## src/rtl/led_frame_sequencer.sv

```systemverilog
// Frame sequencer for the LED chain. It fetches one GRB word per LED, hands each word
// to the bit serializer, then holds the latch gap and pulses frame_done.
module led_frame_sequencer #(
  parameter int NUM_LEDS     = 100,
  parameter int ADDR_W       = 7,
  parameter int LATCH_CYCLES = 6000,
  parameter int PIX_TIMEOUT  = 64
) (
  input  logic              clk,
  input  logic              rst,
  input  logic              frame_start,
  input  logic              auto_run,
  output logic [ADDR_W-1:0] pix_addr,
  output logic              pix_req,
  input  logic [23:0]       pix_data,
  input  logic              pix_valid,
  output logic [23:0]       tx_data,
  output logic              tx_start,
  input  logic              tx_busy,
  output logic              frame_busy,
  output logic              frame_done,
  output logic              err_timeout
);
  localparam int TW = $clog2(PIX_TIMEOUT);
  localparam int LW = $clog2(LATCH_CYCLES);
  localparam logic [TW-1:0]     TMAX = TW'(PIX_TIMEOUT - 1);
  localparam logic [LW-1:0]     LMAX = LW'(LATCH_CYCLES - 1);
  localparam logic [ADDR_W-1:0] LAST = ADDR_W'(NUM_LEDS - 1);

  typedef enum logic [2:0] {IDLE, REQ, WAIT_PIX, SEND, WAIT_TX, LATCH} state_t;

  state_t            state, state_nx;
  logic [TW-1:0]     timer, timer_nx;
  logic [LW-1:0]     lcnt, lcnt_nx;
  logic [ADDR_W-1:0] addr_nx;
  logic [23:0]       data_nx;
  logic              err_nx, start_nx, done_nx, req_nx, busy_nx;

  always_comb begin
    state_nx = state;
    timer_nx = timer;
    lcnt_nx  = lcnt;
    addr_nx  = pix_addr;
    data_nx  = tx_data;
    err_nx   = err_timeout;
    start_nx = 1'b0;
    case (state)
      IDLE: if (frame_start) begin
        addr_nx  = '0;
        err_nx   = 1'b0;
        state_nx = REQ;
      end
      REQ: begin
        timer_nx = '0;
        state_nx = WAIT_PIX;
      end
      WAIT_PIX: begin
        if (pix_valid) begin
          data_nx  = pix_data;
          state_nx = SEND;
        end else if (timer == TMAX) begin
          // Blank the LED rather than skip it so the chain length stays intact.
          data_nx  = 24'h0;
          err_nx   = 1'b1;
          state_nx = SEND;
        end else begin
          timer_nx = timer + TW'(1);
        end
      end
      SEND: if (!tx_busy) begin
        start_nx = 1'b1;
        state_nx = WAIT_TX;
      end
      // tx_start is high only in the first WAIT_TX cycle, so it doubles as the guard flag.
      WAIT_TX: if (!tx_start && !tx_busy) begin
        if (pix_addr == LAST) begin
          lcnt_nx  = LMAX;
          state_nx = LATCH;
        end else begin
          addr_nx  = pix_addr + ADDR_W'(1);
          state_nx = REQ;
        end
      end
      LATCH: begin
        if (lcnt == '0) begin
          if (auto_run) begin
            addr_nx  = '0;
            state_nx = REQ;
          end else begin
            state_nx = IDLE;
          end
        end else begin
          lcnt_nx = lcnt - LW'(1);
        end
      end
      default: state_nx = IDLE;
    endcase
    req_nx  = (state_nx == REQ);
    busy_nx = (state_nx != IDLE);
    done_nx = (state_nx == LATCH) && (lcnt_nx == '0);
  end

  always_ff @(posedge clk) begin
    if (!rst) begin
      state       <= IDLE;
      timer       <= '0;
      lcnt        <= '0;
      pix_addr    <= '0;
      pix_req     <= 1'b0;
      tx_data     <= 24'h0;
      tx_start    <= 1'b0;
      frame_busy  <= 1'b0;
      frame_done  <= 1'b0;
      err_timeout <= 1'b0;
    end else begin
      state       <= state_nx;
      timer       <= timer_nx;
      lcnt        <= lcnt_nx;
      pix_addr    <= addr_nx;
      pix_req     <= req_nx;
      tx_data     <= data_nx;
      tx_start    <= start_nx;
      frame_busy  <= busy_nx;
      frame_done  <= done_nx;
      err_timeout <= err_nx;
    end
  end
endmodule

```

## config.mk

```make
export PLATFORM = sky130hd
export DESIGN_NAME = led_frame_sequencer
export DESIGN_NICKNAME = d
export VERILOG_FILES = /design/src/rtl/led_frame_sequencer.sv
export SDC_FILE = /design/constraint.sdc
export NUM_CORES = 1
export LEC_CHECK = 0
export ABC_AREA = 1
export CAP_MARGIN = 20
export CORE_ASPECT_RATIO = 0.7
export CORE_MARGIN = 2
export CORE_UTILIZATION = 35
export DETAILED_ROUTE_END_ITERATION = 10
export GPL_ROUTABILITY_DRIVEN = 0
export SLEW_MARGIN = 10
export SYNTH_ARGS = -nofsm -noshare
export SYNTH_HDL_FRONTEND = slang
export SYNTH_SLANG_ARGS = --single-unit
export TNS_END_PERCENT = 1
```

## constraint.sdc

```tcl
create_clock -name clk -period 1.99 [get_ports clk]
set_input_delay 0.398 -clock clk [delete_from_list [all_inputs] [get_ports clk]]
set_output_delay 0.398 -clock clk [all_outputs]
set_load 0.05 [all_outputs]
```

# After elaboration in Yosys (flattened, before gate mapping)
# Index checks and enable logic that the tools add are counted.
[word_totals]
ff_bits = 58
latch_bits = 0
mem_bits_rw = 0
romBits = 0
in_bits = 30
out_inout_bits = 36
wordCells = 76
mem_count = 0
[classes]
addsub = 3
multipliers = 0
div_mod_pow = 0
magnitude_cmp = 0
n_eq_ne = 17
shift = 0
n_mux = 29
n_bitwise = 0
n_reduce_logical = 17
[op_table]
columns = ["op", "n"]
rows = [
  ["24-bit two-way mux", 2],
  ["13-bit two-way mux", 3],
  ["7-bit two-way mux", 5],
  ["13-bit zero test", 2],
  ["13-bit case mux with 2 select lines", 1],
  ["3-bit two-way mux", 7],
  ["7-bit case mux with 3 select lines", 1],
  ["3-bit case mux with 6 select lines", 1],
  ["2-bit inequality test, second input constant", 8],
  ["13-bit by 1-bit subtractor with 13-bit output, second input constant", 1],
  ["6-bit two-way mux", 2],
  ["6-bit case mux with 2 select lines", 1],
  ["3-bit == test, second input constant", 3],
  ["7-bit by 1-bit adder with 7-bit output, second input constant", 1],
  ["7-bit == test, second input constant", 1],
  ["6-bit by 1-bit adder with 6-bit output, second input constant", 1],
  ["3-bit by 1-bit == test with 1-bit output, second input constant", 2],
  ["3-bit by 2-bit == test with 1-bit output, second input constant", 2],
  ["6-bit == test, second input constant", 1],
  ["6-bit AND reduction", 1],
  ["2-bit nonzero test", 3],
  ["3-bit nonzero test", 2],
  ["1-bit two-way mux", 5],
  ["2-bit AND reduction", 2],
  ["6 further kinds", 8],
]

# Longest topological paths before layout
# Gate-level depths: netlist of run 1.
[depth]
ltp_word = 6
mapped_depth = 13
ltp_nobuf = 13

# Least setup slack after synthesis of run 1
# No wires, ideal clock.
[synth_path]
kind = "register to register"
start = "register pix_addr[0]"
end = "register pix_addr[3]"
setup_time_ns = 0.128
t_arrival_ns = 1.745
required_ns = 1.862
setup_slack_ns = 0.118
path_stages_with_launch = 9
path_buffers = 1
period_less_slack_ns = 1.872
path_cell_list = "dfxtp_1 -> ha_1 -> nand3_1 -> nor2_1 -> o21ai_1 -> nand3_2 -> buf_6 -> o21ai_1 -> nor3b_2"
[synth_between]
elab_chain_len = 4
word_cells_on_any_way = 7
cone_classes = "1 x add/sub; 2 x eq/ne; 3 x mux; 1 x reduce/logical"
[synth_lines]
columns = ["item", "line", "rtl"]
rows = [
  ["from (decl)", "13", "output logic [ADDR_W-1:0] pix_addr,"],
  ["from (signal assigned)", "119", "pix_addr <= addr_nx;"],
  ["7-bit by 1-bit adder with 7-bit output", "80", "addr_nx = pix_addr + ADDR_W'(1);"],
  ["7-bit two-way mux", "76", "if (pix_addr == LAST) begin"],
  ["7-bit two-way mux", "75", "WAIT_TX: if (!tx_start && !tx_busy) begin"],
  ["7-bit case mux with 3 select lines", "47", "case (state)"],
]
# Several ways; a longest one is shown, not always the timed one. The select of a mux whose other input is x is not followed.
# A chain may end at the register's enable or synchronous reset.

# Worst setup path after layout of run 1
[layout_path]
start = "register pix_addr[6]"
end = "output pix_addr[6]"
# No word-level cell between the ends.

==> results of run 1 <==
[metrics by stage]
stage / setup WS [ns] / util / area, µm² / power, mW
after global routing: -0.00232 / 0.506 / 4050 / 3.43
after floorplan: 0.118 / - / 2940 / 1.54
final: 0.0380 / 0.506 / 4050 / 3.29
after CTS: 0.00269 / 0.502 / 4020 / 3.32
after global placement: -0.00991 / 0.464 / 3710 / 1.72
after detailed placement: -0.0439 / 0.464 / 3710 / 1.72
[cell families after synthesis]
family	Yosys count	share of synthesized area
compound gates	57	0.100
buf+inv	64	0.0945
flops	58	0.395
xor+xnor	5	0.0149
simple gates	232	0.382
fa+ha+maj	3	0.0128
[cell type report]
cell class,count,area [µm²]
Fill cell,770,3960
Multi-Input combinational cell,297,1530
Sequential cell,58,1160
Timing Repair Buffer,78,747
Clock buffer,13,270
Inverter,47,179
Tap cell,101,126
Clock inverter,2,35.0
[flip-flops by register name, indices dropped and copies added (netlist names)]
name	flops
err_timeout	1
frame_done	1
tx_start	1
pix_req	1
frame_busy	1
timer	6
state	3
tx_data	24
lcnt	13
pix_addr	7
[power by group through the flow]
stage	combinational [mW]	clock, mW	sequential [mW]
after floorplan	0.185	0	1.36
after global placement	0.461	0	1.26
after detailed placement	0.464	0	1.26
after CTS	0.467	1.61	1.24
after global routing	0.513	1.67	1.24
final	0.472	1.58	1.24
[cell usage after synthesis (2+ instances only)]
library cell  count
buf_2             4
xor2_1            4
buf_6             4
nand2_2           4
inv_1            38
nand2_4           3
nand2_1          67
nor3_1           10
nand3_1          77
clkbuf_1          9
ha_1              3
nand4_1           6
nand3_2           2
o21ai_1           6
a21oi_1          39
inv_2             7
dfxtp_1          58
nor2_4            2
nor2_2            9
nor2_1           45
o21ai_0           8
[layer usage]
layer  vias to the layer above  global-route usage  wire length [µm]
met5                         -                   0                 0
met4                         0              0.0622                95
met3                         9              0.0483               520
met2                        92               0.261              3380
met1                      1348               0.278              4270
li1                       1528                   -                 -
[worst min path at each step]
stage | from | end | slack, ns | cells after the start
6_report | tx_data[8] | tx_data[8] | 0.48 | 2
5_1_grt | tx_data[4] | tx_data[4] | 0.50 | 2
4_1_cts | tx_data[4] | tx_data[4] | 0.48 | 2
3_5_place_dp | timer[1] | timer[1] | 0.47 | 2
3_3_place_gp | tx_data[22] | tx_data[22] | 0.47 | 2
2_1_floorplan | timer[1] | timer[1] | 0.45 | 2
[what timing repair did]
action | CTS | global route
hold endpoints to repair | 0 | 0
resized for setup | 1 | 7
endpoints found under the setup margin | 1 | 10
pin swaps | 0 | 1
==> impl_results.md, run 1 <==
- Reg-to-reg startpoint: lcnt[1]
- Critical path class: flip-flop to output port
- DRC: 0
- Clock latency on the worst-skew pair: about 0.32 ns
- Cells after DPL: 581
- Initial cell density of the core: 0.367
- TritonCTS Buffers: 9
- Die Area: between 0.009 and 0.01 mm²
- Crit path buf inv count: 1
- Reg power frac: 0.377
- Leakage: between 1.5 and 2 nW
- Most frequent cells in the layout: nand3_1, nand2_1, clkdlybuf4s50_1
- Final cell count without fillers: 596
- Routed wire length per instance: 13.9 µm
- Clock Sinks: slightly below 60
- Net count, final: between 500 and 600
- Crit end category: output port
- Slew margin rel.: 0.637
- Worst reg2reg endpoint: frame_done
- Setup Skew: around 0.0064 ns
- Dpl hpwl: ~6000 µm
- CP Capture Point: pix_addr[6]
- CTS Buffer Depth: 2
- Top_reg_cell synth: dfxtp_1
- Worst vdd ir: between 400 and 500 µV
- Core area: between 0.008 and 0.009 mm²
- Gate power share: 0.144
- Initial antenna violation count: 0
- Input/output buffers: 65
- Clock share of power: 0.480
- Instance count on the critical path: 1
- Post-synth cell types: 35
- Largest net degree at the start of global routing: 29
- ANT nets after route: 0
- PwrDens: roughly 810 mW/mm²
- Critical Path AT: between 1.5 and 2 ns
- Max-cap violations: 0
- GRT Overall Usage: 0.188
- Synthesized flop and latch total: between 50 and 60
- Sw frac: 0.255
- Ys async rst share: 0
- Vias in the first global route: approximately 2,700
- Synth top area cells: dfxtp_1, nand3_1, nand2_1
- Antenna cells: 0
- WP data required: approximately 1.6 ns
- Iteration count of the initial detailed-routing pass: 5
- Gr ovfl total: 0
- First-pass GRT wire length: around 14,000 µm
- Fin. Hold Viols: 0
- Area leader, netlist: dfxtp_1
- Layout cells sized above 1: 0.131
- Fmax: 512 MHz
- # rows: 27
- Clock-pin slew on the worst setup and hold paths: around 0.050 ns
- Crit path max-delay family: buffers and inverters
- Reg2Reg Setup Slack: between 0.1 and 0.15 ns
- Gate Count Post-Synth: 419
- CP Launch Type: flip-flop
- Status: finished, final reports clean
- Crit-path cells: clkdlybuf4s50_1
- P_sw: 838 µW
- Synth warn: 0
- Worst slew pin tran: approximately 0.54 ns
- Min Hold Slack: between 0.4 and 0.5 ns
- Fin crit period: about 2 ns
- CP startpoint: pix_addr[6]
- Pint: around 2.4 mW
- Post-CTS setup buffer count: 0
- Post-synth EDFFs: 0
- Hold-fix buffers, CTS: 0
- Cell Area, Synth: ~0.0029 mm²
- Die Y: a little over 80 µm
- Total negative setup slack: 0 ns
- Pins Over Slew Limit: 0
- Final period util: 0.981
- R2R cell count: 13
- Crit path max fanout: 4
- I/O Pins: between 60 and 70
- Avg Inst Size Synth: 7.01 µm²
- Vias/cell: ~5
- Clock root cell: clkbuf_16
- Worst Hold Class: flip-flop to flip-flop
- Mapped Nets: between 400 and 500
- Area Growth Syn to Fin: 37.7%
- Commonest non-fill, non-tap cell in the layout: nand3_1
- Final wirelength: approximately 8300 µm
- CTS H-tree depth: 3
- DRT iter0 DRCs: 312
- Yosys top cell area share: 0.395
- Final setup violation count: 0
- Slowest library cell on the worst path: clkdlybuf4s50_1
- Register area share after synthesis: 0.395
- Die width: approximately 110 µm
- CTS tree: built
- Max stage delay on crit path: 0.83 ns
- Via count: 2,977
(Power assumes the default switching activity.)
==> run 2, diff against run 1 <==
CELL_PAD_IN_SITES_DETAIL_PLACEMENT = 1   (was default)
CELL_PAD_IN_SITES_GLOBAL_PLACEMENT = 2   (was default)
CORE_UTILIZATION = 27   (was 35)
PLACE_DENSITY_LB_ADDON = 0.1   (was default)
SLEW_MARGIN = 20   (was 10)
==> impl_results.md, run 2 (synthesis results as in run 1) <==
- Status: finished, final reports clean
- Worst Hold Class: flip-flop to flip-flop
- Crit path max-delay family: buffers and inverters
- Clock root cell: clkbuf_16
- Initial cell density of the core: 0.281
- Net count, final: about 540
- Routed wire length per instance: between 10 and 15 µm
- Worst slew pin tran: between 0.5 and 0.6 ns
- Most frequent cells in the layout: nand3_1, nand2_1, clkdlybuf4s50_1
- P_sw: 870 µW
- Largest Register: tx_data
- Area Growth Syn to Fin: 42.5%
- Sw frac: 0.257
- DRT iter0 DRCs: 164
- CTS tree: built
- Worst vdd ir: between 400 and 500 µV
- Util after Layout: 0.400
- Pint: about 2.5 mW
- Die Area: approximately 0.012 mm²
- Die Y: between 90 and 100 µm
- Initial antenna violation count: 0
- Hold-fix buffers, CTS: 0
- Dpl hpwl: 7320 µm
- Input/output buffers: 65
- Max stage delay on crit path: between 0.8 and 0.9 ns
- Crit path max fanout: 4
- Top Registers: tx_data: 24 flops, lcnt: 13 flops, pix_addr: 7 flops
- DRC: 0
- Core area: 0.0105 mm²
- Final period util: 0.959
- Fmax: 524 MHz
- GRT Overall Usage: 0.168
- Iteration count of the initial detailed-routing pass: 4
- Max reg flops: 24
- Setup Skew: just over 0.009 ns
- Final worst slack: between 0.08 and 0.09 ns
- Layout cells sized above 1: 0.155
- Commonest non-fill, non-tap cell in the layout: nand3_1
- CP Launch Type: flip-flop
- Overall Power: between 3 and 4 mW
- ANT nets after route: 0
- Placed cell areas: between 0.003 and 0.004 mm²
- Vias/cell: ~4.8
- Final wirelength: about 9600 µm
- # rows: 31
- Place WS: -0.0667 ns
- Antenna cells: 0
- PwrDens: roughly 800 mW/mm²
- Final setup violation count: 0
- Crit path buf inv count: 1
- Fin crit period: between 1.5 and 2 ns
- Crit-path cells: clkdlybuf4s50_1
- WP data required: 1.59 ns
- Die width: 129 µm
- Vias in the first global route: ~3,000
- CTS Buffer Depth: 2
- Slew margin rel.: 0.647
- Clock Sinks: 58
- Crit end category: output port
- Fin. Hold Viols: 0
- Critical path class: flip-flop to output port
- Clock latency on the worst-skew pair: 0.33 ns
- Leakage: approximately 1.8 nW
- Max-cap violations: 0
- TritonCTS Buffers: 9
- Reg power frac: 0.367
- CTS H-tree depth: 3
- Filler cells: between 1,000 and 1,500
- Clock share of power: 0.491
- Largest net degree at the start of global routing: 25
- Via count: ~3,100
- Finished Cell Area: around 0.0042 mm²
- First-pass GRT wire length: ~15,000 µm
- Gate power share: 0.143
- Pins Over Slew Limit: 0
- Slowest library cell on the worst path: clkdlybuf4s50_1
- I/O Pins: 66
- Critical Path AT: between 1.5 and 2 ns
- Clock-pin slew on the worst setup and hold paths: ~0.050 ns
- Gr ovfl total: 0
run 2: cell types whose count changed in the layout (fill, tap and decap cells not counted), moves of 2 or more:
cell	previous run	this run
buf_4	14	27
clkbuf_8	3	1
clkdlybuf4s50_1	62	59
clkinv_2	1	4
dlymetal6s2s_1	1	3
run 2: final timing paths:
kind / depth (start not counted) / endpoint / from / slack, ns
hold reg to reg: 2 / tx_data[18] / tx_data[18] / 0.48
setup / recovery: 1 / pix_addr[4] / pix_addr[4] / 0.08
hold / removal: 2 / tx_data[18] / tx_data[18] / 0.48
setup reg to reg: 13 / frame_done / lcnt[1] / 0.15
run 2: worst min-delay path: stages, from the launching register on:
cell,delay (ns)
dfxtp_1,0.31
nand3_1,0.07
a21oi_1,0.05
run 2: stage by stage:
stage,hold slack (ns),instances,setup TNS (ns)
floorplan,0.454,419,0
global placement,0.464,622,-0.176
detailed placement,0.477,622,-0.260
CTS,0.485,638,0
global route,0.504,641,-0.00510
finish,0.479,641,0
run 2: final cells by class:
cell class / instances / area (µm²) / area share
clock inverters: 6 / 80.1 / 0.0191
inverters: 47 / 179 / 0.0427
clock buffers: 10 / 239 / 0.0571
flip-flops and latches: 58 / 1160 / 0.277
multi-input cells: 297 / 1510 / 0.361
well taps: 132 / 165 / 0.0394
repair buffers: 91 / 851 / 0.203
run 2: routing by layer:
| metal | track usage | vias up | wire length [µm] |
|---|---|---|---|
| met5 | 0 | - | 0 |
| li1 | - | 1549 | - |
| met1 | 0.257 | 1441 | 5290 |
| met3 | 0.0401 | 10 | 368 |
| met2 | 0.228 | 51 | 3820 |
| met4 | 0.0516 | 0 | 111 |
run 2: repair_timing:
item,4_1_cts,5_1_grt
resized for setup,1,7
setup endpoints to repair,1,13
hold endpoints to repair,0,0
buffers inserted,0,3
pin swaps,0,3
run 2: power groups by stage:
stage | registers [mW] | clock network [mW] | logic, mW
floorplan | 1.36 | 0 | 0.185
global placement | 1.26 | 0 | 0.478
detailed placement | 1.26 | 0 | 0.481
CTS | 1.24 | 1.70 | 0.484
global route | 1.24 | 1.74 | 0.530
finish | 1.24 | 1.66 | 0.481
==> run 3, diff against run 2 <==
RECOVER_POWER = 50   (was default)
==> impl_results.md, run 3 (synthesis results as in run 1) <==
- Status: finished, final reports clean
- Total negative setup slack: 0 ns
- Net count, final: between 500 and 600
- Worst Hold Class: flip-flop to flip-flop
- Cells after DPL: 622
- Dpl hpwl: approximately 7300 µm
- Setup Skew: approximately 0.0097 ns
- Worst reg2reg endpoint: frame_done
- Antenna cells: 0
- R2R cell count: 14
- Largest Register: tx_data
- Most frequent cells in the layout: nand3_1, nand2_1, clkdlybuf4s50_1
- Routed wire length per instance: about 15 µm
- Sink of the worst hold path: tx_data[18]
- Placed cell areas: 0.00382 mm²
- Input/output buffers: 65
- WP data required: approximately 1.6 ns
- Clock root cell: clkbuf_16
- Filler cells: 1,286
- Reg-to-reg startpoint: lcnt[1]
- Final setup violation count: 0
- Crit path buf inv count: 1
- Pins Over Slew Limit: 0
- Fin crit period: 1.91 ns
- Place WS: -0.0667 ns
- Crit end category: output port
- Max reg flops: 24
- Crit path max fanout: 4
- Die Y: just over 90 µm
- Crit path max-delay family: buffers and inverters
- Commonest non-fill, non-tap cell in the layout: nand3_1
- Slowest library cell on the worst path: clkdlybuf4s50_1
- Core area: between 0.01 and 0.015 mm²
- Critical Path AT: between 1.5 and 2 ns
- GRT Overall Usage: 0.168
- Util after Layout: 0.396
- Die width: 129 µm
- Max stage delay on crit path: approximately 0.82 ns
- Worst vdd ir: slightly above 400 µV
- Iteration count of the initial detailed-routing pass: 4
- Largest net degree at the start of global routing: 25
- Hold Startpoint: tx_data[18]
- Final cell count without fillers: 641
- Final worst slack: 0.0812 ns
- Finished Cell Area: between 0.004 and 0.005 mm²
- ANT nets after route: 0
- Critical path class: flip-flop to output port
- Clock share of power: 0.491
- Initial cell density of the core: 0.281
- Fin. Hold Viols: 0
- Final period util: 0.959
- Reg power frac: 0.367
- Fmax: approximately 520 MHz
- Max-cap violations: 0
- # rows: 31
- TritonCTS Buffers: 9
- DRT iter0 DRCs: approximately 140
- Final wirelength: approximately 9600 µm
- Leakage: ~1.8 nW
- Hold-fix buffers, CTS: 0
- Sw frac: 0.257
- Initial antenna violation count: 0
- Vias/cell: roughly 4.8
- Die Area: between 0.01 and 0.015 mm²
- Worst slew pin tran: roughly 0.65 ns
- PwrDens: around 810 mW/mm²
- Area Growth Syn to Fin: 41.0%
- I/O Pins: 66
- First-pass GRT wire length: 15,400 µm
- CTS H-tree depth: 3
- Register Area: approximately 0.0012 mm²
- Clock latency on the worst-skew pair: approximately 0.33 ns
- Clock-pin slew on the worst setup and hold paths: 0.05 ns
- Layout cells sized above 1: 0.143
- Crit-path cells: clkdlybuf4s50_1
- Reg2Reg Setup Slack: roughly 0.15 ns
- CP Launch Type: flip-flop
- Pint: 2.50 mW
- Vias in the first global route: around 3,000
- DRC: 0
- Top Registers: tx_data: 24 flops, lcnt: 13 flops, pix_addr: 7 flops
- CTS Buffer Depth: 2
- Via count: about 3,000
- Slew margin rel.: 0.568
- Gate power share: 0.142
- CTS tree: built
- Hold Crit Depth: 2
- P_sw: 868 µW
- Clock Sinks: 58
- Gr ovfl total: 0
- Multi-input logic area: about 0.0015 mm²
==> run 3: changes by cell type in the layout (fill, tap and decap cells not counted), sizes merged <==
cell | before | now
inv | 46 | 45
buf | 28 | 23
clkinv | 5 | 6
clkbuf | 10 | 18
dlymetal6s2s | 3 | 0
==> run 3: worst reg2reg max path, cell delays in order, from the launching register on <==
cell      delay [ns]
dfxtp_1         0.31
inv_1           0.13
ha_2            0.24
nand2_2         0.09
nor2_4          0.18
nand2_4         0.10
buf_6           0.16
nand3_1         0.07
nand2_1         0.05
nand2_1         0.05
clkinv_1        0.07
nand2_1         0.14
nor2_2          0.05
nand3_1         0.06
nor2_1          0.04
==> run 3: how the worst max path moves through the flow <==
stage                   to   startpoint  slack [ns]  cells past startpoint
3_3_place_gp    frame_busy      tx_busy       -0.06                     10
3_5_place_dp    frame_done      tx_busy       -0.07                     13
4_1_cts        pix_addr[1]  pix_addr[1]       0.003                      2
2_1_floorplan  pix_addr[3]  pix_addr[0]        0.12                      8
6_report       pix_addr[4]  pix_addr[4]        0.08                      1
5_1_grt         frame_done      lcnt[1]      -0.005                     12
==> run 3: repair_timing <==
action | 4_1_cts | 5_1_grt
resized for setup | 1 | 7
buffers inserted | 0 | 3
endpoints found under the setup margin | 1 | 13
pin swaps | 0 | 3
==> run 3: metal layers <==
| metal | share of wire | global-route usage |
|---|---|---|
| met2 | 0.39 | 0.228 |
| met4 | 0.012 | 0.0516 |
| met3 | 0.041 | 0.0401 |
| met5 | 0 | 0 |
| met1 | 0.55 | 0.257 |
==> run 3: power groups by stage <==
stage          Clock, mW  Sequential, mW  Combinational, mW
2_1_floorplan          0            1.36              0.185
3_3_place_gp           0            1.26              0.478
3_5_place_dp           0            1.26              0.481
4_1_cts             1.70            1.24              0.484
5_1_grt             1.74            1.24              0.526
6_report            1.66            1.24              0.478
==> run 3: area by class of cell <==
class | count | area share
clock buffer | 10 | 0.0577
clock inverter | 6 | 0.0193
timing repair buffer | 91 | 0.196
multi-input combinational | 297 | 0.364
tap | 132 | 0.0399
sequential | 58 | 0.280
inverter | 47 | 0.0432
==> run 3: per-stage QoR <==
| step | power [mW] | hold slack, ns |
|---|---|---|
| 2_1_floorplan | 1.54 | 0.454 |
| 3_3_place_gp | 1.74 | 0.464 |
| 3_5_place_dp | 1.74 | 0.477 |
| 4_1_cts | 3.42 | 0.485 |
| 6_report | 3.37 | 0.479 |
| 5_1_grt | 3.51 | 0.506 |
